File: src/rtl/mips_pkg.sv
// rtl/mips_pkg.sv - shared encodings and default latencies for the MIPS32 pipeline control
// Purpose: FSM state encoding for the data-memory wait tracker, default mult/div/wait
//          parameters and the mult/div operation selector encoding.
// Ports:   none (package).
package mips_pkg;

    typedef enum logic [0:0] {
        ST_RUN     = 1'b0,
        ST_MEMWAIT = 1'b1
    } mw_state_t;

    localparam int MULT_CYCLES_DEF = 4;
    localparam int DIV_CYCLES_DEF  = 32;
    localparam int WAIT_MAX_DEF    = 255;

    localparam logic MD_OP_MULT = 1'b0;
    localparam logic MD_OP_DIV  = 1'b1;

endpackage

File: src/rtl/md_busy_counter.sv
// rtl/md_busy_counter.sv - mult/div occupancy counter producing busy and done
// Purpose: loads the EX-side mult or div latency on a start while idle and counts
//          down every cycle; busy while non-zero, done pulses for one cycle on 1->0.
// Ports:   clock, reset (sync, active-high), start, op (0=mult, 1=div),
//          busy (mult/div in flight), done (one-cycle pulse, HI/LO valid).
module md_busy_counter
    import mips_pkg::*;
#(
    parameter int MULT_CYCLES = MULT_CYCLES_DEF,
    parameter int DIV_CYCLES  = DIV_CYCLES_DEF
) (
    input  logic clock,
    input  logic reset,
    input  logic start,
    input  logic op,
    output logic busy,
    output logic done
);

    localparam int CW = $clog2(DIV_CYCLES + 1);

    logic [CW-1:0] md_cnt;

    assign busy = (md_cnt != '0);

    always_ff @(posedge clock) begin
        if (reset) begin
            md_cnt <= '0;
            done   <= 1'b0;
        end else begin
            // A count of 1 always expires on this edge, since loads only happen from 0.
            done <= (md_cnt == CW'(1));
            if (md_cnt == '0) begin
                // A start seen while busy cannot be issued legally and is dropped.
                if (start) begin
                    md_cnt <= (op == MD_OP_DIV) ? CW'(DIV_CYCLES - 1) : CW'(MULT_CYCLES - 1);
                end
            end else begin
                md_cnt <= md_cnt - CW'(1);
            end
        end
    end

endmodule

File: src/rtl/hazard_control_unit.sv
// rtl/hazard_control_unit.sv - stall/flush/bubble sequencer for the 5-stage MIPS32 pipeline
// Purpose: resolves load-use, HI/LO-use-while-busy, taken branch/jump flush and data-memory
//          wait-state hazards; tracks mult/div occupancy and a sticky memory timeout.
// Ports:   clock, reset (sync, active-high); hazard inputs from ID/EX/MEM stages;
//          stall/flush/bubble controls (combinational) for PC, IF/ID, ID/EX, EX/MEM, MEM/WB;
//          MulDivBusy, MulDivDone, MemTimeout (registered status).
module hazard_control_unit
    import mips_pkg::*;
#(
    parameter int MULT_CYCLES = MULT_CYCLES_DEF,
    parameter int DIV_CYCLES  = DIV_CYCLES_DEF,
    parameter int WAIT_MAX    = WAIT_MAX_DEF
) (
    input  logic       clock,
    input  logic       reset,
    input  logic       IDEX_MemRead,
    input  logic [4:0] IDEX_RegRt,
    input  logic [4:0] IFID_RegRs,
    input  logic [4:0] IFID_RegRt,
    input  logic       ID_UsesRt,
    input  logic       ID_HiLoUse,
    input  logic       ID_Jump,
    input  logic       EX_BranchTaken,
    input  logic       EX_MulDivStart,
    input  logic       EX_MulDivOp,
    input  logic       MEM_Access,
    input  logic       DMem_Ready,
    output logic       PC_Stall,
    output logic       IFID_Stall,
    output logic       IFID_Flush,
    output logic       IDEX_Stall,
    output logic       IDEX_Flush,
    output logic       EXMEM_Stall,
    output logic       MEMWB_Bubble,
    output logic       MulDivBusy,
    output logic       MulDivDone,
    output logic       MemTimeout
);

    localparam int WC = $clog2(WAIT_MAX + 1);

    logic          freeze;
    logic          hilo;
    logic          loaduse;
    mw_state_t     state;
    logic [WC-1:0] wait_cnt;

    md_busy_counter #(
        .MULT_CYCLES(MULT_CYCLES),
        .DIV_CYCLES (DIV_CYCLES)
    ) u_md (
        .clock(clock),
        .reset(reset),
        .start(EX_MulDivStart),
        .op   (EX_MulDivOp),
        .busy (MulDivBusy),
        .done (MulDivDone)
    );

    assign freeze  = MEM_Access & ~DMem_Ready;
    assign hilo    = ID_HiLoUse & MulDivBusy;
    // Register $0 never carries a real dependency.
    assign loaduse = IDEX_MemRead & (IDEX_RegRt != 5'd0) &
                     ((IDEX_RegRt == IFID_RegRs) | (ID_UsesRt & (IDEX_RegRt == IFID_RegRt)));

    always_comb begin
        PC_Stall     = 1'b0;
        IFID_Stall   = 1'b0;
        IFID_Flush   = 1'b0;
        IDEX_Stall   = 1'b0;
        IDEX_Flush   = 1'b0;
        EXMEM_Stall  = 1'b0;
        MEMWB_Bubble = 1'b0;
        if (!reset) begin
            if (freeze) begin
                // Whole pipe holds; a pending branch/jump stays in its frozen register
                // and is acted on in the release cycle.
                PC_Stall     = 1'b1;
                IFID_Stall   = 1'b1;
                IDEX_Stall   = 1'b1;
                EXMEM_Stall  = 1'b1;
                MEMWB_Bubble = 1'b1;
            end else if (EX_BranchTaken) begin
                // Both younger instructions are wrong-path, so any stall on them is moot.
                IFID_Flush = 1'b1;
                IDEX_Flush = 1'b1;
            end else if (hilo || loaduse) begin
                PC_Stall   = 1'b1;
                IFID_Stall = 1'b1;
                IDEX_Flush = 1'b1;
            end else if (ID_Jump) begin
                IFID_Flush = 1'b1;
            end
        end
    end

    // wait_cnt counts consecutive frozen cycles, so it reads WAIT_MAX after that many.
    always_ff @(posedge clock) begin
        if (reset) begin
            state      <= ST_RUN;
            wait_cnt   <= '0;
            MemTimeout <= 1'b0;
        end else begin
            case (state)
                ST_RUN: begin
                    if (freeze) begin
                        state    <= ST_MEMWAIT;
                        wait_cnt <= WC'(1);
                        if (WAIT_MAX == 1) MemTimeout <= 1'b1;
                    end else begin
                        wait_cnt <= '0;
                    end
                end
                ST_MEMWAIT: begin
                    if (!freeze) begin
                        state    <= ST_RUN;
                        wait_cnt <= '0;
                    end else if (wait_cnt != WC'(WAIT_MAX)) begin
                        wait_cnt <= wait_cnt + WC'(1);
                        if (wait_cnt == WC'(WAIT_MAX - 1)) MemTimeout <= 1'b1;
                    end
                end
                default: begin
                    state    <= ST_RUN;
                    wait_cnt <= '0;
                end
            endcase
        end
    end

endmodule

File: config.mk
export PLATFORM = sky130hd
export DESIGN_NAME = hazard_control_unit
export DESIGN_NICKNAME = d
export VERILOG_FILES = /design/src/rtl/mips_pkg.sv /design/src/rtl/md_busy_counter.sv /design/src/rtl/hazard_control_unit.sv
export SDC_FILE = /design/constraint.sdc
export NUM_CORES = 1
export LEC_CHECK = 0
export ABC_AREA = 1
export CAP_MARGIN = 20
export CORE_ASPECT_RATIO = 1.5
export CORE_UTILIZATION = 37
export DETAILED_ROUTE_END_ITERATION = 7
export PLACE_DENSITY = 0.63
export SLEW_MARGIN = 10
export SYNTH_ARGS = -nofsm -noshare
export SYNTH_HDL_FRONTEND = slang
export SYNTH_SLANG_ARGS = --single-unit
File: constraint.sdc
create_clock -name clock -period 1.8 [get_ports clock]
set_input_delay 0.27 -clock clock [delete_from_list [all_inputs] [get_ports clock]]
set_output_delay 0.27 -clock clock [all_outputs]
set_load 0.02 [all_outputs]
==> results.yml, run 1 <==
run_status:
  status: "finished clean"
setup_path:
  crit_chain: "dlygate4sd2_1 -> buf_4 -> nand2_1 -> nand2_1 -> nor2_2 -> nand3_1 -> nand2_1 -> nand2_2 -> nand2_2 -> nand3_2 -> nand2_2 -> buf_6"
  worst-endpoint-required_ps: 1530
  cp.depth: 12
  end_kind: "primary output"
  cp-startpoint: "IDEX_RegRt[2]"
  critPathArrivalTime_ps: 1480
  r2r_start: "wait_cnt[1]"
  cp.buffers_inverters: 3
  path_delay_family: "simple AND/OR/NAND/NOR gates"
  critPathMaxFanout: 2
  reg2reg_depth: 7
  critPathLaunchType: "primary input"
  worst-setup-path-type: "in -> out"
  cpMaxStageDelayCell: "dlygate4sd2_1"
  crit_path_max_incr_delay_ps: 250
grt:
  grt_pass1_wl_mm: 4.49
  grt_max_degree: 10
  track_usage_pct: 18.5
  grt_pass1_vias: 1184
  antenna_found_initial: 0
  grt-ovfl-total: 0
clock_tree:
  htreeDepth: 1
  holdBufCountCts: 0
  insertion_delay_ps: 250
  cts_tree: "done"
  path_clk_slew_ps: 60
  clock-sinks: 17
  cts_buffer_depth: 2
  numCtsBuffers: 3
  cts_root_buf: "clkbuf_8"
yosys:
  synth-compound-area-share_pct: 11.4
  synth_edf_count: 0
  synth_top_area_share_pct: 30.2
  ys_seq_area_share_pct: 30.2
  synth_xor_area_share_pct: 2.33
  muxShareOfSynthArea_pct: 0
  synthTopCellsByArea: "dfxtp_1, nand2_1, inv_1"
  synthCells: 175
  netlist_top_cells_count: "nand2_1, inv_1, nor2_1, dfxtp_1, nand3_1"
  syn_area_sq_mm: 0.00113
  synth_nets: 205
  async_reset_ff_share_pct: 0
  synth.most_common_cell: "nand2_1"
  synth-seq-cells: 17
  yosys_most_used_dff: "dfxtp_1"
  synth_cell_types: 28
  synth_top_family_by_area: "simple AND/OR/NAND/NOR gates"
  syn_area_per_cell_sq_um: 6.44
  synth-simple-area-share_pct: 38.3
  ys_warn_count: 0
  synth_adder_area_share_pct: 4.44
  synth_largest_area_cell: "dfxtp_1"
sta:
  drv_slew: 0
  skew_ps: 2.42
  holdWs_ps: 494
  slew_headroom_pct: 81.4
  fmax_mhz: 572
  finalHoldViolCount: 0
  worst_slew_pin_slew_ps: 278
  period_minus_slack_ps: 1750
  setup_viol: 0
  timing.final.crit_share_pct: 97.1
floorplanning:
  design.core.area_sq_mm: 0.00291
  initial_core_util_pct: 38.7
  die_y_um: 69.6
  io_pins: 36
  core.rowCount: 24
  die_area_sq_mm: 0.00328
  die_w_um: 47.1
drt:
  drtAntennaViolNets: 0
  post_drt_wl_per_cell_um: 10.1
  avgViaCountPerCell: 4.60
  drt-initial-drc-count: 20
  finalWirelength_mm: 2.70
  routed-via-count: 1223
  firstDrtPassIters: 4
  drc: 0
finish:
  layout-drive-gt1-share_pct: 24.7
  area_delta_synth_final_pct: 48.6
  utilization_pct: 57.5
  antennaDiodeCount: 0
  nets: 258
  fillCellCount: 308
hold_path:
  min_from: "MemTimeout"
  hold_class: "reg -> reg"
  min_path_cells: 2
placement:
  numPortBuffers: 35
  dp_hpwl_mm: 2.29
  gp_congestion: 0.800
power_and_ir_drop:
  vdd_ir_drop_max_mv: 0.558
  p_leak_nw: 0.833
  power.density_mw_per_mm2: 941
job:
  max_cap_viol_count: 0
## layer usage
metal  global-route usage [%]  share of wire, %  up-vias
met5                        0                 0        -
met4                     7.62               1.7        0
met3                     2.86               2.9        4
met2                     34.0                55       33
met1                     19.1                40      537
li1                         -                 -      649
## final timing paths
path	to	slack, ps
worst max register to register	wait_cnt[4]	410
worst min-delay path	MemTimeout	490
worst min register to register	MemTimeout	490
worst max-delay path	IFID_Stall	50
## sequential cells by signal (all words and copies together) (netlist names)
name	count
wait_cnt	8
u_md.md_cnt	6
MemTimeout	1
state	1
u_md.done	1
## cell families (layout without fill, tap and decap cells)
kind of cell / after synthesis / in the layout
compound gates: 23 / 23
xor+xnor: 3 / 3
fa+ha+maj: 4 / 4
buf+inv: 37 / 89
flops: 17 / 17
simple gates: 91 / 91
## cell usage in the layout, fill, tap and decap left out, types with 5 or more instances in the layout
master | synthesis | final
nand2_1 | 43 | 39
inv_1 | 31 | 26
nor2_1 | 20 | 19
buf_4 | 3 | 17
dfxtp_1 | 17 | 15
dlygate4sd2_1 | 0 | 14
clkdlybuf4s50_1 | 0 | 13
nand3_1 | 9 | 8
inv_2 | 2 | 7
o21ai_0 | 7 | 7
nand2_2 | 2 | 6
a21oi_1 | 7 | 6
a31oi_1 | 5 | 5
nor3_1 | 5 | 5
## timing repair
item | CTS | global route
setup buffers | 0 | 0
resized for setup | 47 | 16
pin swaps | 9 | 7
endpoints found under the setup margin | 8 | 8
## power breakdown
part	leakage, nW	internal [mW]	switching [mW]
Clock	0.0228	0.157	0.126
Combinational	0.671	0.401	0.418
Sequential	0.139	0.442	0.0323
Total	0.833	1.00	0.577
## layout make-up
class,instances,area [sq um],share of cell area [%]
inverters,33,124,7.39
multi-input cells,121,671,40.0
well taps,39,48.8,2.91
clock buffers,4,45.0,2.69
flip-flops and latches,17,343,20.5
repair buffers,52,444,26.5
## worst register-to-register path, stage by stage (launching register included)
cell and delay [ps]:
dfxtp_1 380, ha_1 210, nand3_2 110, nor3_2 230, nand2_2 110, nand2_1 100
o21ai_1 60, a21oi_1 120
## through the flow
step	worst slack (ps)	total power, mW	cells	area [sq um]	setup TNS (ps)
after floorplan	97.3	0.920	175	1130	0
after global placement	-632	1.26	262	1630	-3250
after detailed placement	-639	1.29	262	1630	-3210
after CTS	7.24	1.55	266	1650	0
after global routing	-45.6	1.71	266	1680	-103
final	52.8	1.58	266	1680	0
Note: power is estimated with default switching activity, not from simulation.
==> run 2: changes to the inputs <==
- CTS_CLUSTER_DIAMETER: unset -> 50
- DONT_BUFFER_PORTS: unset -> 1
- MAX_ROUTING_LAYER: unset -> met4
- PLACE_DENSITY: 0.63 -> 0.48
==> results.yml, run 2 (synthesis results as in run 1) <==
run_status:
  status: "finished clean"
setup_path:
  worst-setup-path-type: "reg -> out"
  critPathArrivalTime_ps: 1460
  critPathLaunchType: "flip-flop"
  crit_chain: "inv_2 -> ha_4 -> inv_1 -> nor2_4 -> nand2_4 -> nand2_2 -> nand2_2 -> nand3_2 -> nand2_2 -> buf_12"
  worst-endpoint-required_ps: 1530
  crit_path_max_incr_delay_ps: 320
  cpMostUsedCell: "nand2_2"
  cpMaxStageDelayCell: "dfxtp_1"
  critPathMaxFanout: 3
  end_kind: "primary output"
placement:
  dp_cells: 214
  gp_congestion: 0.798
  pre_cts_slack_ps: 203
  dp_hpwl_mm: 1.99
  numPortBuffers: 0
finish:
  antennaDiodeCount: 0
  seqCellArea_sq_um: 342
  layout-drive-gt1-share_pct: 18.2
  fin_cells: 220
  mostFrequentLayoutCell: "nand2_1"
  layout_common_cells: "nand2_1, inv_1, nor2_1, dfxtp_1, nand3_1"
  utilization_pct: 44.2
  nets: 212
  area_delta_synth_final_pct: 14.1
  multi_input_area_sq_um: 666
  top_regs: "wait_cnt: 8 flops, u_md.md_cnt: 6 flops"
  fillCellCount: 313
  max_flop_register: "wait_cnt"
  largest_register_ff_count: 8
drt:
  drc: 0
  routed-via-count: 1074
  finalWirelength_mm: 2.45
  drt-initial-drc-count: 25
  firstDrtPassIters: 4
  avgViaCountPerCell: 4.88
  drtAntennaViolNets: 0
  post_drt_wl_per_cell_um: 11.1
floorplanning:
  design.core.area_sq_mm: 0.00291
  initial_core_util_pct: 38.7
  die_y_um: 69.6
  io_pins: 36
  core.rowCount: 24
  die_w_um: 47.1
  die_area_sq_mm: 0.00328
grt:
  grt_busiest_layer: "met2"
  grt_pass1_wl_mm: 4.24
  grt-ovfl-total: 0
  grt_use_met3_pct: 3.13
  grt_pass1_vias: 1061
  grtUsageMet1_pct: 17.9
  grtUsageMet2_pct: 30.7
  antenna_found_initial: 0
  grt_max_degree: 11
  track_usage_pct: 17.3
clock_tree:
  holdBufCountCts: 0
  insertion_delay_ps: 250
  cts_buffer_depth: 2
  cts_tree: "done"
  htreeDepth: 1
  cts_root_buf: "clkbuf_8"
  clock-sinks: 17
  path_clk_slew_ps: 70
  numCtsBuffers: 3
job:
  max_cap_viol_count: 0
sta:
  period_minus_slack_ps: 1730
  skew_ps: 0.680
  holdWs_ps: 81.4
  finalHoldViolCount: 0
  fmax_mhz: 578
  drv_slew: 0
  worst_slew_pin_slew_ps: 258
  setup_viol: 0
  timing.final.crit_share_pct: 96.1
  slew_headroom_pct: 82.8
  fin_ws_ps: 70.5
hold_path:
  hold_class: "in -> reg"
power_and_ir_drop:
  vdd_ir_drop_max_mv: 0.668
  p_leak_nw: 0.623
  power.density_mw_per_mm2: 1080
[run 2: cell types whose count changed in the layout (fill, tap and decap cells not counted), moves of 3 or more]
cell	change
buf_4	-12
buf_6	-3
clkbuf_2	-3
clkdlybuf4s50_1	-13
dlygate4sd2_1	-14
inv_1	+3
inv_2	-4
[run 2: path summary, 6_finish.rpt]
check / start / slack, ps / to / cells after the start
min: reset / 80 / wait_cnt[1] / 1
max: u_md.md_cnt[1] / 70 / PC_Stall / 10
max reg2reg: wait_cnt[1] / 380 / wait_cnt[3] / 7
min reg2reg: wait_cnt[4] / 500 / wait_cnt[4] / 2
[run 2: repair_timing]
item	4_1_cts	5_1_grt
resized for setup	4	7
endpoints found under the setup margin	3	3
setup buffers	0	2
cloned	0	0
pin swaps	2	2
[run 2: power by group]
group	leakage, nW	internal (mW)	switching (mW)
clock	0.0255	0.153	0.128
combinational	0.459	0.255	0.361
sequential	0.139	0.441	0.0552
[run 2: per-layer routing]
layer,wire length [um],up-vias
li1,-,560
met3,121,2
met5,0,-
met1,908,480
met2,1390,32
met4,22,0
[run 2: worst max-delay path, delay by kind of cell, from the launching register on]
family,cells,cell delay (ps)
AND/OR/NAND/NOR,6,470
flip-flops,1,320
adder cells (fa/ha/maj),1,140
buffers and inverters,3,290
[run 2: area by class of cell]
class | count | area share (%)
clock buffers | 3 | 3.21
multi-input cells | 121 | 51.8
repair buffers | 6 | 4.47
flip-flops and latches | 17 | 26.6
inverters | 33 | 9.82
well taps | 39 | 3.79
clock inverters | 1 | 0.389
[run 2: stage by stage]
stage | area, sq um | total power [mW] | setup TNS (ps)
detailed placement | 1190 | 1.03 | 0
finish | 1290 | 1.39 | 0
global route | 1290 | 1.49 | -14.9
floorplan | 1130 | 0.920 | 0
global placement | 1190 | 1.02 | 0
CTS | 1240 | 1.33 | 0
